`src/rtl/hps_ext_pkg.sv`:
```
// Shared definitions for the HPS EXT_BUS register block: command offsets,
// EXT_BUS bit positions and the word-counter width helper.
package hps_ext_pkg;

    typedef enum logic [1:0] {
        OFS_GET_STATUS = 2'd0,
        OFS_SET_REGS   = 2'd1,
        OFS_SET_PULSE  = 2'd2,
        OFS_GET_PULSE  = 2'd3
    } cmd_ofs_t;

    localparam int EXT_W        = 36;
    localparam int EXT_DOUT_LSB = 0;
    localparam int EXT_DIN_LSB  = 16;
    localparam int EXT_DOUT_EN  = 32;
    localparam int EXT_STROBE   = 33;
    localparam int EXT_ENABLE   = 34;

    // Word 0 plus the longest decoded run plus the saturation slot.
    function automatic int byte_cnt_width(input int n_status, input int n_ctrl, input int extra);
        int m;
        m = (n_status > n_ctrl) ? n_status : n_ctrl;
        return $clog2(m + 3 + extra);
    endfunction

endpackage

```
`src/rtl/hps_ext_regs_if.sv`:
```
// EXT_BUS signal group. Valid/ready here is strobe-only: io_strobe with
// io_enable high presents one word; the response appears on io_dout after that edge.
interface hps_ext_regs_if;
    import hps_ext_pkg::*;

    logic [15:0] io_dout;
    logic [15:0] io_din;
    logic        dout_en;
    logic        io_strobe;
    logic        io_enable;
    logic [EXT_W-1:0] bus;

    // Flat 36-bit view in the legacy EXT_BUS layout.
    always_comb begin
        bus = '0;
        bus[EXT_DOUT_LSB +: 16] = io_dout;
        bus[EXT_DIN_LSB +: 16]  = io_din;
        bus[EXT_DOUT_EN]        = dout_en;
        bus[EXT_STROBE]         = io_strobe;
        bus[EXT_ENABLE]         = io_enable;
    end

    modport slave  (output io_dout, output dout_en, input io_din, input io_strobe, input io_enable);
    modport master (input io_dout, input dout_en, input bus, output io_din, output io_strobe, output io_enable);

endinterface

```
`src/rtl/hps_ext_pulse_bank.sv`:
```
// Sticky request lines: set by the bus, cleared per line by the core.
// A set and an acknowledge on the same bit in the same cycle leaves it set.
module hps_ext_pulse_bank #(
    parameter int N_PULSE = 4
) (
    input  logic               clk_sys,
    input  logic               reset,
    input  logic               set_en,
    input  logic [N_PULSE-1:0] set_mask,
    input  logic [N_PULSE-1:0] ack,
    output logic [N_PULSE-1:0] pend
);

    always_ff @(posedge clk_sys or posedge reset) begin
        if (reset) begin
            pend <= '0;
        end else begin
            pend <= (pend & ~ack) | (set_en ? set_mask : '0);
        end
    end

endmodule

```
`src/rtl/hps_ext_regs.sv`:
```
// HPS EXT_BUS decoder: status snapshot, auto-increment control registers, sticky pulses.
// Define HPS_EXT_REGS_CHKSUM_EN to append an XOR checksum word to GET_STATUS.
module hps_ext_regs
    import hps_ext_pkg::*;
#(
    parameter int CMD_BASE = 'hf0,
    parameter int N_STATUS = 22,
    parameter int N_CTRL   = 4,
    parameter int N_PULSE  = 4
) (
    input  logic                  clk_sys,
    input  logic                  reset,
    hps_ext_regs_if.slave         EXT_BUS,
    input  logic                  hps_rise,
    input  logic [16*N_STATUS-1:0] status_in,
    output logic [16*N_CTRL-1:0]  ctrl_out,
    output logic [N_CTRL-1:0]     ctrl_wr,
    output logic [N_PULSE-1:0]    pulse_out,
    input  logic [N_PULSE-1:0]    pulse_ack
);

`ifdef HPS_EXT_REGS_CHKSUM_EN
    localparam int CHK_WORDS = 1;
`else
    localparam int CHK_WORDS = 0;
`endif
    localparam int CW = byte_cnt_width(N_STATUS, N_CTRL, CHK_WORDS);
    localparam int IW = $clog2(N_CTRL + 1);
    localparam logic [15:0] BASE = 16'(CMD_BASE);

    function automatic logic is_owned(input logic [15:0] c);
        return (c >= BASE) && ((c - BASE) < 16'd4);
    endfunction

    function automatic cmd_ofs_t ofs_of(input logic [15:0] c);
        return cmd_ofs_t'(2'(c - BASE));
    endfunction

    logic [CW-1:0] byte_cnt;
    logic [15:0]   cmd;
    logic [15:0]   io_dout_q;
    logic          dout_en_q;
    logic [7:0]    evt_cnt;
    logic          rise_q;
    logic [IW-1:0] idx;
    logic [15:0]   snap [N_STATUS];
    logic [15:0]   ctrl [N_CTRL];
    logic [15:0]   status_word;
    logic          strobe, din_owned, cmd_owned, word0_get_status, pulse_set_en;

    assign EXT_BUS.io_dout = io_dout_q;
    assign EXT_BUS.dout_en = dout_en_q;

    assign strobe           = EXT_BUS.io_enable && EXT_BUS.io_strobe;
    assign din_owned        = is_owned(EXT_BUS.io_din);
    assign cmd_owned        = is_owned(cmd);
    assign word0_get_status = strobe && (byte_cnt == '0) && din_owned
                              && (ofs_of(EXT_BUS.io_din) == OFS_GET_STATUS);
    assign pulse_set_en     = strobe && (byte_cnt == CW'(1)) && cmd_owned
                              && (ofs_of(cmd) == OFS_SET_PULSE);

`ifdef HPS_EXT_REGS_CHKSUM_EN
    logic [15:0] chk_now, chk_q;

    always_comb begin
        chk_now = {8'd0, evt_cnt};
        for (int k = 0; k < N_STATUS; k++) chk_now = chk_now ^ status_in[16*k +: 16];
    end

    always_ff @(posedge clk_sys or posedge reset) begin
        if (reset) chk_q <= '0;
        else if (word0_get_status) chk_q <= chk_now;
    end
`endif

    always_comb begin
        status_word = '0;
        for (int k = 0; k < N_STATUS; k++) begin
            if (byte_cnt == CW'(k + 1)) status_word = snap[k];
        end
`ifdef HPS_EXT_REGS_CHKSUM_EN
        if (byte_cnt == CW'(N_STATUS + 1)) status_word = chk_q;
`endif
    end

    always_comb begin
        ctrl_out = '0;
        for (int i = 0; i < N_CTRL; i++) ctrl_out[16*i +: 16] = ctrl[i];
    end

    always_ff @(posedge clk_sys or posedge reset) begin
        if (reset) begin
            byte_cnt  <= '0;
            cmd       <= '0;
            io_dout_q <= '0;
            dout_en_q <= 1'b0;
            evt_cnt   <= '0;
            rise_q    <= 1'b0;
            idx       <= '0;
            ctrl_wr   <= '0;
            for (int k = 0; k < N_STATUS; k++) snap[k] <= '0;
            for (int i = 0; i < N_CTRL; i++) ctrl[i] <= '0;
        end else begin
            ctrl_wr <= '0;
            rise_q  <= hps_rise;
            if (hps_rise != rise_q) evt_cnt <= evt_cnt + 8'd1;

            if (!EXT_BUS.io_enable) begin
                byte_cnt  <= '0;
                cmd       <= '0;
                io_dout_q <= '0;
                dout_en_q <= 1'b0;
            end else if (EXT_BUS.io_strobe) begin
                io_dout_q <= '0;
                if (byte_cnt != '1) byte_cnt <= byte_cnt + 1'b1;

                if (byte_cnt == '0) begin
                    cmd       <= EXT_BUS.io_din;
                    dout_en_q <= din_owned;
                    if (din_owned) io_dout_q <= {8'd0, evt_cnt};
                    if (word0_get_status) begin
                        for (int k = 0; k < N_STATUS; k++) snap[k] <= status_in[16*k +: 16];
                    end
                end else if (cmd_owned) begin
                    case (ofs_of(cmd))
                        OFS_GET_STATUS: io_dout_q <= status_word;
                        OFS_SET_REGS: begin
                            // Index is clamped to N_CTRL on load so it can only saturate there.
                            if (byte_cnt == CW'(1)) begin
                                idx <= (EXT_BUS.io_din >= 16'(N_CTRL)) ? IW'(N_CTRL) : IW'(EXT_BUS.io_din);
                            end else if (idx != IW'(N_CTRL)) begin
                                for (int i = 0; i < N_CTRL; i++) begin
                                    if (idx == IW'(i)) begin
                                        ctrl[i]    <= EXT_BUS.io_din;
                                        ctrl_wr[i] <= 1'b1;
                                    end
                                end
                                idx <= idx + 1'b1;
                            end
                        end
                        OFS_GET_PULSE: if (byte_cnt == CW'(1)) io_dout_q <= 16'(pulse_out);
                        default: ;
                    endcase
                end
            end
        end
    end

    hps_ext_pulse_bank #(.N_PULSE(N_PULSE)) u_pulse_bank (
        .clk_sys  (clk_sys),
        .reset    (reset),
        .set_en   (pulse_set_en),
        .set_mask (EXT_BUS.io_din[N_PULSE-1:0]),
        .ack      (pulse_ack),
        .pend     (pulse_out)
    );

endmodule

```
`src/flat_wrapper.sv`:
```
// flat-port wrapper written by rule: the top's interface ports become plain ports
module hps_ext_regs_flat import hps_ext_pkg::*;
#(
    parameter int CMD_BASE = 'hf0,
    parameter int N_STATUS = 22,
    parameter int N_CTRL   = 4,
    parameter int N_PULSE  = 4
)
  (clk_sys, reset, hps_rise, status_in, ctrl_out, ctrl_wr, pulse_out, pulse_ack, EXT_BUS_io_dout, EXT_BUS_dout_en, EXT_BUS_io_din, EXT_BUS_io_strobe, EXT_BUS_io_enable);
  hps_ext_regs_if EXT_BUS_i ();
  input  logic clk_sys;
  input  logic reset;
  input  logic hps_rise;
  input  logic [16*N_STATUS-1:0] status_in;
  output logic [16*N_CTRL-1:0] ctrl_out;
  output logic [N_CTRL-1:0] ctrl_wr;
  output logic [N_PULSE-1:0] pulse_out;
  input  logic [N_PULSE-1:0] pulse_ack;
  output wire logic [$bits(EXT_BUS_i.io_dout)-1:0] EXT_BUS_io_dout;
  output wire logic [$bits(EXT_BUS_i.dout_en)-1:0] EXT_BUS_dout_en;
  input wire logic [$bits(EXT_BUS_i.io_din)-1:0] EXT_BUS_io_din;
  input wire logic [$bits(EXT_BUS_i.io_strobe)-1:0] EXT_BUS_io_strobe;
  input wire logic [$bits(EXT_BUS_i.io_enable)-1:0] EXT_BUS_io_enable;
  assign EXT_BUS_io_dout = EXT_BUS_i.io_dout;
  assign EXT_BUS_dout_en = EXT_BUS_i.dout_en;
  assign EXT_BUS_i.io_din = EXT_BUS_io_din;
  assign EXT_BUS_i.io_strobe = EXT_BUS_io_strobe;
  assign EXT_BUS_i.io_enable = EXT_BUS_io_enable;
  hps_ext_regs #(.CMD_BASE(CMD_BASE), .N_STATUS(N_STATUS), .N_CTRL(N_CTRL), .N_PULSE(N_PULSE)) u_core (.clk_sys(clk_sys), .reset(reset), .EXT_BUS(EXT_BUS_i), .hps_rise(hps_rise), .status_in(status_in), .ctrl_out(ctrl_out), .ctrl_wr(ctrl_wr), .pulse_out(pulse_out), .pulse_ack(pulse_ack));
endmodule
```
`config.mk`:
```
export PLATFORM = sky130hd
export DESIGN_NAME = hps_ext_regs_flat
export DESIGN_NICKNAME = d
export VERILOG_FILES = /design/src/rtl/hps_ext_pkg.sv /design/src/rtl/hps_ext_regs_if.sv /design/src/rtl/hps_ext_pulse_bank.sv /design/src/rtl/hps_ext_regs.sv /design/src/flat_wrapper.sv
export SDC_FILE = /design/constraint.sdc
export NUM_CORES = 1
export LEC_CHECK = 0
export BUFFER_PORTS_ARGS = -buffer_cell sky130_fd_sc_hd__buf_4
export CAP_MARGIN = 20
export CORE_ASPECT_RATIO = 0.8
export CORE_MARGIN = 2
export CORE_UTILIZATION = 40
export DETAILED_ROUTE_END_ITERATION = 7
export PLACE_DENSITY = 0.59
export SYNTH_ARGS = -nofsm -noshare
export SYNTH_HDL_FRONTEND = slang
export SYNTH_SLANG_ARGS = --single-unit
```
`constraint.sdc`:
```
create_clock -name clk_sys -period 40.2 [get_ports clk_sys]
set_input_delay 8.04 -clock clk_sys [delete_from_list [all_inputs] [get_ports clk_sys]]
set_output_delay 8.04 -clock clk_sys [all_outputs]
set_load 0.01 [all_outputs]
```
==> results of run 1 <==
[state kept, by name, indices dropped and copies added, names as in the netlist]
signal and flops:
u_core.EXT_BUS.io_dout 16, u_core.evt_cnt 8, u_core.byte_cnt 5, u_core.cmd 16, u_core.ctrl_wr 4, u_core.u_pulse_bank.pend 4, u_core.idx 3, u_core.EXT_BUS.dout_en 1
u_core.rise_q 1, u_core.ctrl_out 64, u_core.snap 352
[kinds of logic after synthesis]
kind of cell / count (synthesis)
buffers and inverters: 168
and+or+nand+nor: 357
adders and majority gates: 16
DFF: 474
muxes: 414
AOI/OAI and AO/OA: 428
xor gates and xnor gates: 11
[final timing paths]
| check | slack (ns) | depth (start not counted) | start | end |
|---|---|---|---|---|
| max | 28.60 | 9 | EXT_BUS_io_din[12] | u_core.snap[318] |
| min | 0.48 | 1 | u_core.snap[217] | u_core.snap[217] |
| max reg2reg | 35.11 | 9 | u_core.byte_cnt[2] | u_core.snap[318] |
| min reg2reg | 0.48 | 1 | u_core.snap[217] | u_core.snap[217] |
| max in group asynchronous | 30.54 | 4 | reset | u_core.snap[94] |
| min in group asynchronous | 7.59 | 2 | reset | u_core.snap[214] |
[metrics by stage]
stage | instances | hold WS (ns)
2_1_floorplan | 1868 | 0.448
3_3_place_gp | 2994 | 0.462
3_5_place_dp | 2996 | 0.471
4_1_cts | 3090 | 0.484
5_1_grt | 3096 | 0.498
6_report | 3098 | 0.482
[worst max-delay path, cell delays in order]
cell and delay, ns:
buf_4 0.13, or4_1 0.63, nor2_1 0.13, nand3_1 0.18, nor3_4 0.18, buf_4 0.65, buf_12 0.68, buf_4 0.86
mux2_1 0.40
[power breakdown]
group / switching [mW] / leakage (nW) / total [mW] / internal [mW]
clock: 0.203 / 0.894 / 0.507 / 0.304
combinational: 0.0574 / 7.16 / 0.0984 / 0.0410
sequential: 0.00594 / 6.56 / 0.488 / 0.482
[layout by cell type (no fill, tap or decap), types with 23 or more instances in the layout]
cell,count
inv_1,30
nand2_1,99
a221oi_1,23
nand3_1,24
mux2_2,97
dfrtp_1,473
mux2_1,314
nor2_1,64
o21ai_0,83
clkbuf_16,53
a21oi_1,87
buf_4,503
a22oi_1,25
[final cells by class]
| class | count | area (um^2) |
|---|---|---|
| timing repair buffer | 507 | 3830 |
| sequential | 474 | 11900 |
| clock inverter | 18 | 230 |
| tap | 760 | 951 |
| multi-input combinational | 1226 | 9990 |
| fill | 5022 | 27800 |
| clock buffer | 76 | 1580 |
| inverter | 31 | 124 |
| antenna | 6 | 15.0 |
[layer usage]
layer	global-route usage	up-vias	part of all wire
met2	0.421	752	0.44
met3	0.0458	107	0.063
met1	0.416	9191	0.47
li1	-	7798	-
met4	0.0808	0	0.026
met5	0	-	0
==> results.yml, run 1 <==
synthesis:
  yosysMostFrequentCell: "dfrtp_1"
  synthTopCellsByArea: "dfrtp_1 52%, mux2_1 16%, mux2_2 4.8%"
  ys_warn_count: 0
  synth_xor_area_frac: 0.00425
  yosys.area_share.simple: 0.0906
  syn_avg_cell_area_um2: 12.1
  syn-num-nets: 2261
  seq_area_frac_synth: 0.523
  synthCells: 1868
  ys_ff_latch: 474
  synthFlopType: "dfrtp_1"
  netlist.area_leader.share: 0.523
  synthArstFlopShare: 1.00
  netlist_area_um2: 22700
  synth_top_family_by_area: "multiplexers"
  yosys.area.top_type: "dfrtp_1"
  yosysUniqueCellTypes: 84
  synth_adder_area_share: 0.00883
  muxShareOfSynthArea: 0.205
  synth_edf_count: 0
  yosys-top-cells-count: "474 x dfrtp_1, 314 x mux2_1, 99 x nand2_1, 97 x mux2_2, 87 x a21oi_1"
  synth_compound_area_frac: 0.130
sta:
  relSlewSlack: 0.222
  fin_ws_ns: 28.60
  fin_crit_sh: 0.289
  drv_slew: 0
  hold_violations: 0
  fmax_ghz: 0.0862
  rsz0062_at_grt: "false"
  post-route-min-period_ns: 11.60
  skew_ns: 0.00790
  worstMarginPinSlew_ns: 1.17
  setup_tns_ns: 0
  setup_violations: 0
critical_path:
  critPathRequiredTime_ns: 40.67
  crit_fanout: 176
  crit_arrival_ns: 12.07
  startpoint_type: "primary input"
  end_kind: "flop"
  worst-setup-path-type: "in -> reg"
status:
  status: "finished clean"
route:
  avgViaCountPerCell: 5.76
  routed_wirelength_um: 83300
  ant_nets: 0
  drt-initial-drc-count: 1621
  vias: 17800
  firstDrtPassIters: 5
  wl_per_cell_um: 26.9
  drc: 0
pwr:
  ir_drop_mv: 0.0359
  p_leak_nw: 14.6
  fin_total_pwr_mw: 1.09
  powerDensity_nw_per_um2: 38.2
floorplan:
  initial_core_util: 0.402
  die_h_um: 217
  ioPinCount: 466
  core_area_um2: 56400
  dieArea_um2: 58600
  num_rows: 78
  dieWidth_um: 270
clock_network:
  cts-buffers-inserted: 51
  numClockSinks: 474
  cts_root_buffer: "clkbuf_16"
  cts_tree: "done"
  htreeDepth: 2
  post_cts_buffers: 0
  clock_latency_ns: 0.60
  cts_hold_buf: 0
  path_clk_slew_ns: 0.06
  cts_resized: 0
  cts_max_path_buffers: 3
placed_design:
  portBuffers: 465
  placed_cell_area_um2: 26700
  dp_slack_ns: 27.98
  gp_congestion: 0.881
  dpl.hpwl_um: 61000
cells_and_area:
  drive_above_1_share: 0.311
  final_nets: 2684
  area_delta_synth_final_pct: 26.1
  stdcell_area_um2: 28600
  finish.utilization: 0.507
global_routing:
  grt-ovfl-total: 0
  grt_first_pass_wirelength_um: 122000
  globalRouteTotalUtil: 0.280
  antenna_found_initial: 6
  grt_max_degree: 177
  grt_pass1_vias: 18100
worst_hold_path:
  hold_path_class: "reg -> reg"
flow_run:
  drv_cap: 0
(Power assumes the default switching activity.)
==> inputs of run 2 (changes only) <==
--- a/config.mk
+++ b/config.mk
@@ -11,7 +11,7 @@
 export CORE_MARGIN = 2
 export CORE_UTILIZATION = 40
 export DETAILED_ROUTE_END_ITERATION = 7
-export PLACE_DENSITY = 0.59
+export PLACE_DENSITY = 0.62
 export SYNTH_ARGS = -nofsm -noshare
 export SYNTH_HDL_FRONTEND = slang
 export SYNTH_SLANG_ARGS = --single-unit
==> constraint.sdc (replaced) <==
create_clock -name clk_sys -period 10.6 [get_ports clk_sys]
set_input_delay 2.12 -clock clk_sys [delete_from_list [all_inputs] [get_ports clk_sys]]
set_output_delay 2.12 -clock clk_sys [all_outputs]
set_load 0.01 [all_outputs]
==> run 2 against run 1 <==
Power grew to 3.8 times the previous value. Sequential power increased to 3.8 times the previous value. Critical endpoint is now u_core.snap[21]. Final cell count barely moved.
==> results.yml, run 2 (same netlist as run 1, synthesis figures left out) <==
global_routing:
  grt_first_pass_wirelength_um: 120000
  grt_pass1_vias: 18000
  grt_max_degree: 186
  grt-ovfl-total: 0
  globalRouteTotalUtil: 0.277
  antenna_found_initial: 16
route:
  ant_nets: 0
  vias: 18000
  avgViaCountPerCell: 5.81
  routed_wirelength_um: 83000
  drc: 0
  drt-initial-drc-count: 1737
  wl_per_cell_um: 26.8
  firstDrtPassIters: 6
sta:
  fin_crit_sh: 0.515
  skew_ns: 0.0129
  fin_ws_ns: 5.14
  setup_violations: 0
  setup_tns_ns: 0
  relSlewSlack: 0.226
  fmax_ghz: 0.183
  drv_slew: 0
  worstMarginPinSlew_ns: 1.16
  post-route-min-period_ns: 5.46
  rsz0062_at_grt: "false"
  hold_violations: 0
placed_design:
  dpl.hpwl_um: 61300
  portBuffers: 465
  gp_congestion: 0.891
  dp_slack_ns: 4.68
critical_path:
  worst-setup-path-type: "in -> reg"
  cp_common_cell: "buf_12"
  end_kind: "flop"
  crit_start: "EXT_BUS_io_strobe"
  crit_chain: "buf_4, nand2_1, nor2_2, nand3_1, nor3_4, buf_12, buf_12, mux2_1"
  crit_arrival_ns: 5.94
  rr_startpoint: "u_core.byte_cnt[2]"
  crit_fanout: 185
  critPathSlowestCell: "nor2_2"
  critPathRequiredTime_ns: 11.07
  cpPeakStageDelay_ns: 0.74
  startpoint_type: "primary input"
flow_run:
  drv_cap: 0
clock_network:
  cts_tree: "done"
  cts_hold_buf: 0
  path_clk_slew_ns: 0.06
  cts-buffers-inserted: 52
  clock_latency_ns: 0.60
  numClockSinks: 474
  htreeDepth: 2
  post_cts_buffers: 0
  cts_root_buffer: "clkbuf_16"
  cts_resized: 0
  cts_max_path_buffers: 3
floorplan:
  core_area_um2: 56400
  dieArea_um2: 58600
  num_rows: 78
  die_h_um: 217
  dieWidth_um: 270
  ioPinCount: 466
  initial_core_util: 0.402
cells_and_area:
  largest_reg_flops: 352
  regMostFlops: "u_core.snap"
  final_nets: 2679
  final_cell_mix: "498 x buf_4, 473 x dfrtp_1, 314 x mux2_1"
  drive_above_1_share: 0.308
  layout_commonest_cell: "buf_4"
  area_delta_synth_final_pct: 25.9
pwr:
  p_leak_nw: 14.6
  ir_drop_mv: 0.112
  powerDensity_nw_per_um2: 146
worst_hold_path:
  hold_path_class: "reg -> reg"
  worst_hold_startpoint: "u_core.EXT_BUS.dout_en"
status:
  status: "finished clean"
run 2: critical path: cells and delay by family:
family                 cells  cell delay, ns
multiplexers               1            0.41
buffers and inverters      3            1.43
AND/OR/NAND/NOR            4            1.41
run 2: routing by layer:
metal  GRT usage  share of wire  vias to the layer above
met3      0.0712          0.093                      149
met5           0        0.00049                        -
met4       0.101          0.033                        6
li1            -              -                     7773
met2       0.399           0.43                      884
met1       0.400           0.44                     9185
run 2: per-stage QoR:
stage                     std cells  hold slack (ns)  instance area [um^2]  total power [mW]  utilization
final                          3095            0.480                 28500              4.18        0.506
after global routing           3095            0.496                 28500              4.31        0.506
after CTS                      3083            0.480                 28500              4.20        0.505
after detailed placement       2990            0.465                 26700              2.25        0.473
after global placement         2989            0.462                 26700              2.24        0.473
after floorplan                1868            0.448                 22700              2.03            -
run 2: area by class of cell:
cell class / instances / area, um^2
Fill cell: 5070 / 27900
Inverter: 31 / 120
Sequential cell: 474 / 11900
Clock buffer: 74 / 1530
Multi-Input combinational cell: 1226 / 9980
Timing Repair Buffer: 501 / 3790
Tap cell: 760 / 951
Antenna cell: 10 / 25.0
Clock inverter: 19 / 300
run 2: where the power goes:
| group | switching, mW | internal (mW) | total [mW] |
|---|---|---|---|
| sequential | 0.0239 | 1.83 | 1.85 |
| combinational | 0.212 | 0.152 | 0.364 |
| clock | 0.770 | 1.19 | 1.96 |
run 2: final timing paths:
path | depth (start not counted) | slack, ns | to
worst min register to register | 2 | 0.48 | u_core.EXT_BUS.dout_en
max in group asynchronous | 4 | 6.97 | u_core.ctrl_out[32]
worst max-delay path | 8 | 5.14 | u_core.snap[21]
worst min-delay path | 2 | 0.48 | u_core.EXT_BUS.dout_en
min in group asynchronous | 2 | 1.59 | u_core.snap[227]
worst max register to register | 8 | 5.42 | u_core.snap[21]
==> inputs of run 3 (changes only) <==
==> constraint.sdc (replaced) <==
create_clock -name clk_sys -period 4.85 [get_ports clk_sys]
set_input_delay 0.97 -clock clk_sys [delete_from_list [all_inputs] [get_ports clk_sys]]
set_output_delay 0.97 -clock clk_sys [all_outputs]
set_load 0.01 [all_outputs]
==> run 3 against run 2 <==
Hold slack got worse by 0.18 ns. Power increased by 110%. Global-route usage increased by 0.21 points. Via count increased by 0.22%. Design area increased by 0.42%. Sequential share of layout area decreased by 0.17 points. Setup slack got worse by 4.0 ns. Flip-flop and latch count unchanged. Highest routed layer is now met4. Non-clock buffer count increased by 22. Critical path type is now reg -> reg.
==> results.yml, run 3 (same netlist as run 1, synthesis figures left out) <==
critical_path:
  r2r-end: "u_core.EXT_BUS.io_dout[12]"
  worst-setup-path-type: "reg -> reg"
  critPathRequiredTime_ns: 5.31
  end_kind: "flop"
  crit_chain: "buf_4, nor3b_1, buf_4, nand2_1, o21ai_0, a31oi_1, o22ai_1, a31oi_1"
  critPathSlowestCell: "dfrtp_1"
  cp-endpoint: "u_core.EXT_BUS.io_dout[12]"
  crit_fanout: 31
  crit_start: "u_core.byte_cnt[4]"
  cpPeakStageDelay_ns: 0.70
  r2r_setup_slack_ns: 1.15
  crit_arrival_ns: 4.16
  startpoint_type: "flop"
  rr_startpoint: "u_core.byte_cnt[4]"
  r2r_cells: 8
route:
  drt-initial-drc-count: 1834
  drc: 0
  ant_nets: 0
  met1_length_um: 38200
  routed_wirelength_um: 83400
  avgViaCountPerCell: 5.80
  routed.top_layer: "met4"
  firstDrtPassIters: 6
  vias: 18000
  met3_length_um: 6920
  wl_met2_um: 36100
  wl_per_cell_um: 26.8
sta:
  rsz0062_at_grt: "false"
  fin_ws_ns: 1.15
  relSlewSlack: 0.303
  worstMarginPinSlew_ns: 1.03
  fin_crit_sh: 0.763
  post-route-min-period_ns: 3.70
  hold_violations: 0
  setup_violations: 0
  setup_tns_ns: 0
  drv_slew: 0
  fmax_ghz: 0.270
  skew_ns: 0.0268
cells_and_area:
  layout_commonest_cell: "buf_4"
  n_fill_cell: 5042
  final_cell_mix: "516 x buf_4, 473 x dfrtp_1, 314 x mux2_1"
  drive_above_1_share: 0.312
  final_cells: 3112
  regMostFlops: "u_core.snap"
  area_delta_synth_final_pct: 26.4
  largest_reg_flops: 352
  final_nets: 2699
  multi_input_comb_area_um2: 9980
  seqCellArea_um2: 11900
flow_run:
  drv_cap: 0
clock_network:
  cts_hold_buf: 0
  cts-buffers-inserted: 50
  htreeDepth: 2
  cts_root_buffer: "clkbuf_16"
  path_clk_slew_ns: 0.06
  numClockSinks: 474
  cts_tree: "done"
  clock_latency_ns: 0.61
  cts_max_path_buffers: 3
  post_cts_buffers: 0
  cts_resized: 0
placed_design:
  dpl.hpwl_um: 62700
  gp_congestion: 0.907
  dp_slack_ns: 1.22
  portBuffers: 465
  placedCellCount: 3014
global_routing:
  grt_first_pass_wirelength_um: 121000
  antenna_found_initial: 6
  globalRouteTotalUtil: 0.279
  grt-ovfl-total: 0
  grt_max_degree: 154
  grt_pass1_vias: 18000
pwr:
  ir_drop_mv: 0.273
  powerDensity_nw_per_um2: 313
  p_leak_nw: 14.6
floorplan:
  core_area_um2: 56400
  ioPinCount: 466
  dieWidth_um: 270
  dieArea_um2: 58600
  die_h_um: 217
  initial_core_util: 0.402
  num_rows: 78
worst_hold_path:
  hold_path_class: "in -> async"
status:
  status: "finished clean"
-- run 3: cell types whose count changed in the layout (fill, tap and decap cells not counted), sizes merged --
cell	before	now
clkinv	9	7
inv	30	32
diode	10	6
clkinvlp	3	7
clkbuf	75	70
buf	500	523
bufinv	8	7
-- run 3: worst min path at each step --
stage / from / endpoint / slack, ns
detailed placement: u_core.EXT_BUS.dout_en / u_core.EXT_BUS.dout_en / 0.47
floorplan: u_core.snap[115] / u_core.snap[115] / 0.45
CTS: reset / u_core.snap[170] / 0.28
global route: reset / u_core.snap[170] / 0.29
global placement: u_core.snap[139] / u_core.snap[139] / 0.46
finish: reset / u_core.snap[170] / 0.30
-- run 3: layout make-up --
type | instances | area share
antenna | 6 | 0.000524
clock buffer | 70 | 0.0491
clock inverter | 22 | 0.0111
inverter | 31 | 0.00419
multi-input combinational | 1226 | 0.348
sequential | 474 | 0.414
tap | 760 | 0.0332
timing repair buffer | 523 | 0.140
-- run 3: worst max-delay path: cells and delay by family, from the launching register on --
family | cells | cell delay [ns]
buf+inv | 2 | 0.70
compound gates | 4 | 1.27
simple gates | 2 | 0.87
flops | 1 | 0.70
-- run 3: report_power, final --
| group | leakage, nW | switching, mW | internal [mW] |
|---|---|---|---|
| clock | 0.824 | 1.69 | 2.41 |
| combinational | 7.25 | 0.468 | 0.347 |
| sequential | 6.56 | 0.0529 | 3.99 |
-- run 3: per-layer routing --
metal | up-vias | track usage
met5 | - | 0
met4 | 0 | 0.0807
met3 | 125 | 0.0626
met2 | 782 | 0.407
met1 | 9304 | 0.413
li1 | 7826 | -
-- run 3: stage by stage --
step	utilization	power, mW	hold WS (ns)	cell area (um^2)
after floorplan	-	4.44	0.448	22700
after global placement	0.477	4.92	0.462	26900
after detailed placement	0.477	4.93	0.469	26900
after CTS	0.508	9.02	0.276	28700
after global routing	0.508	9.26	0.289	28700
final	0.508	8.96	0.298	28700
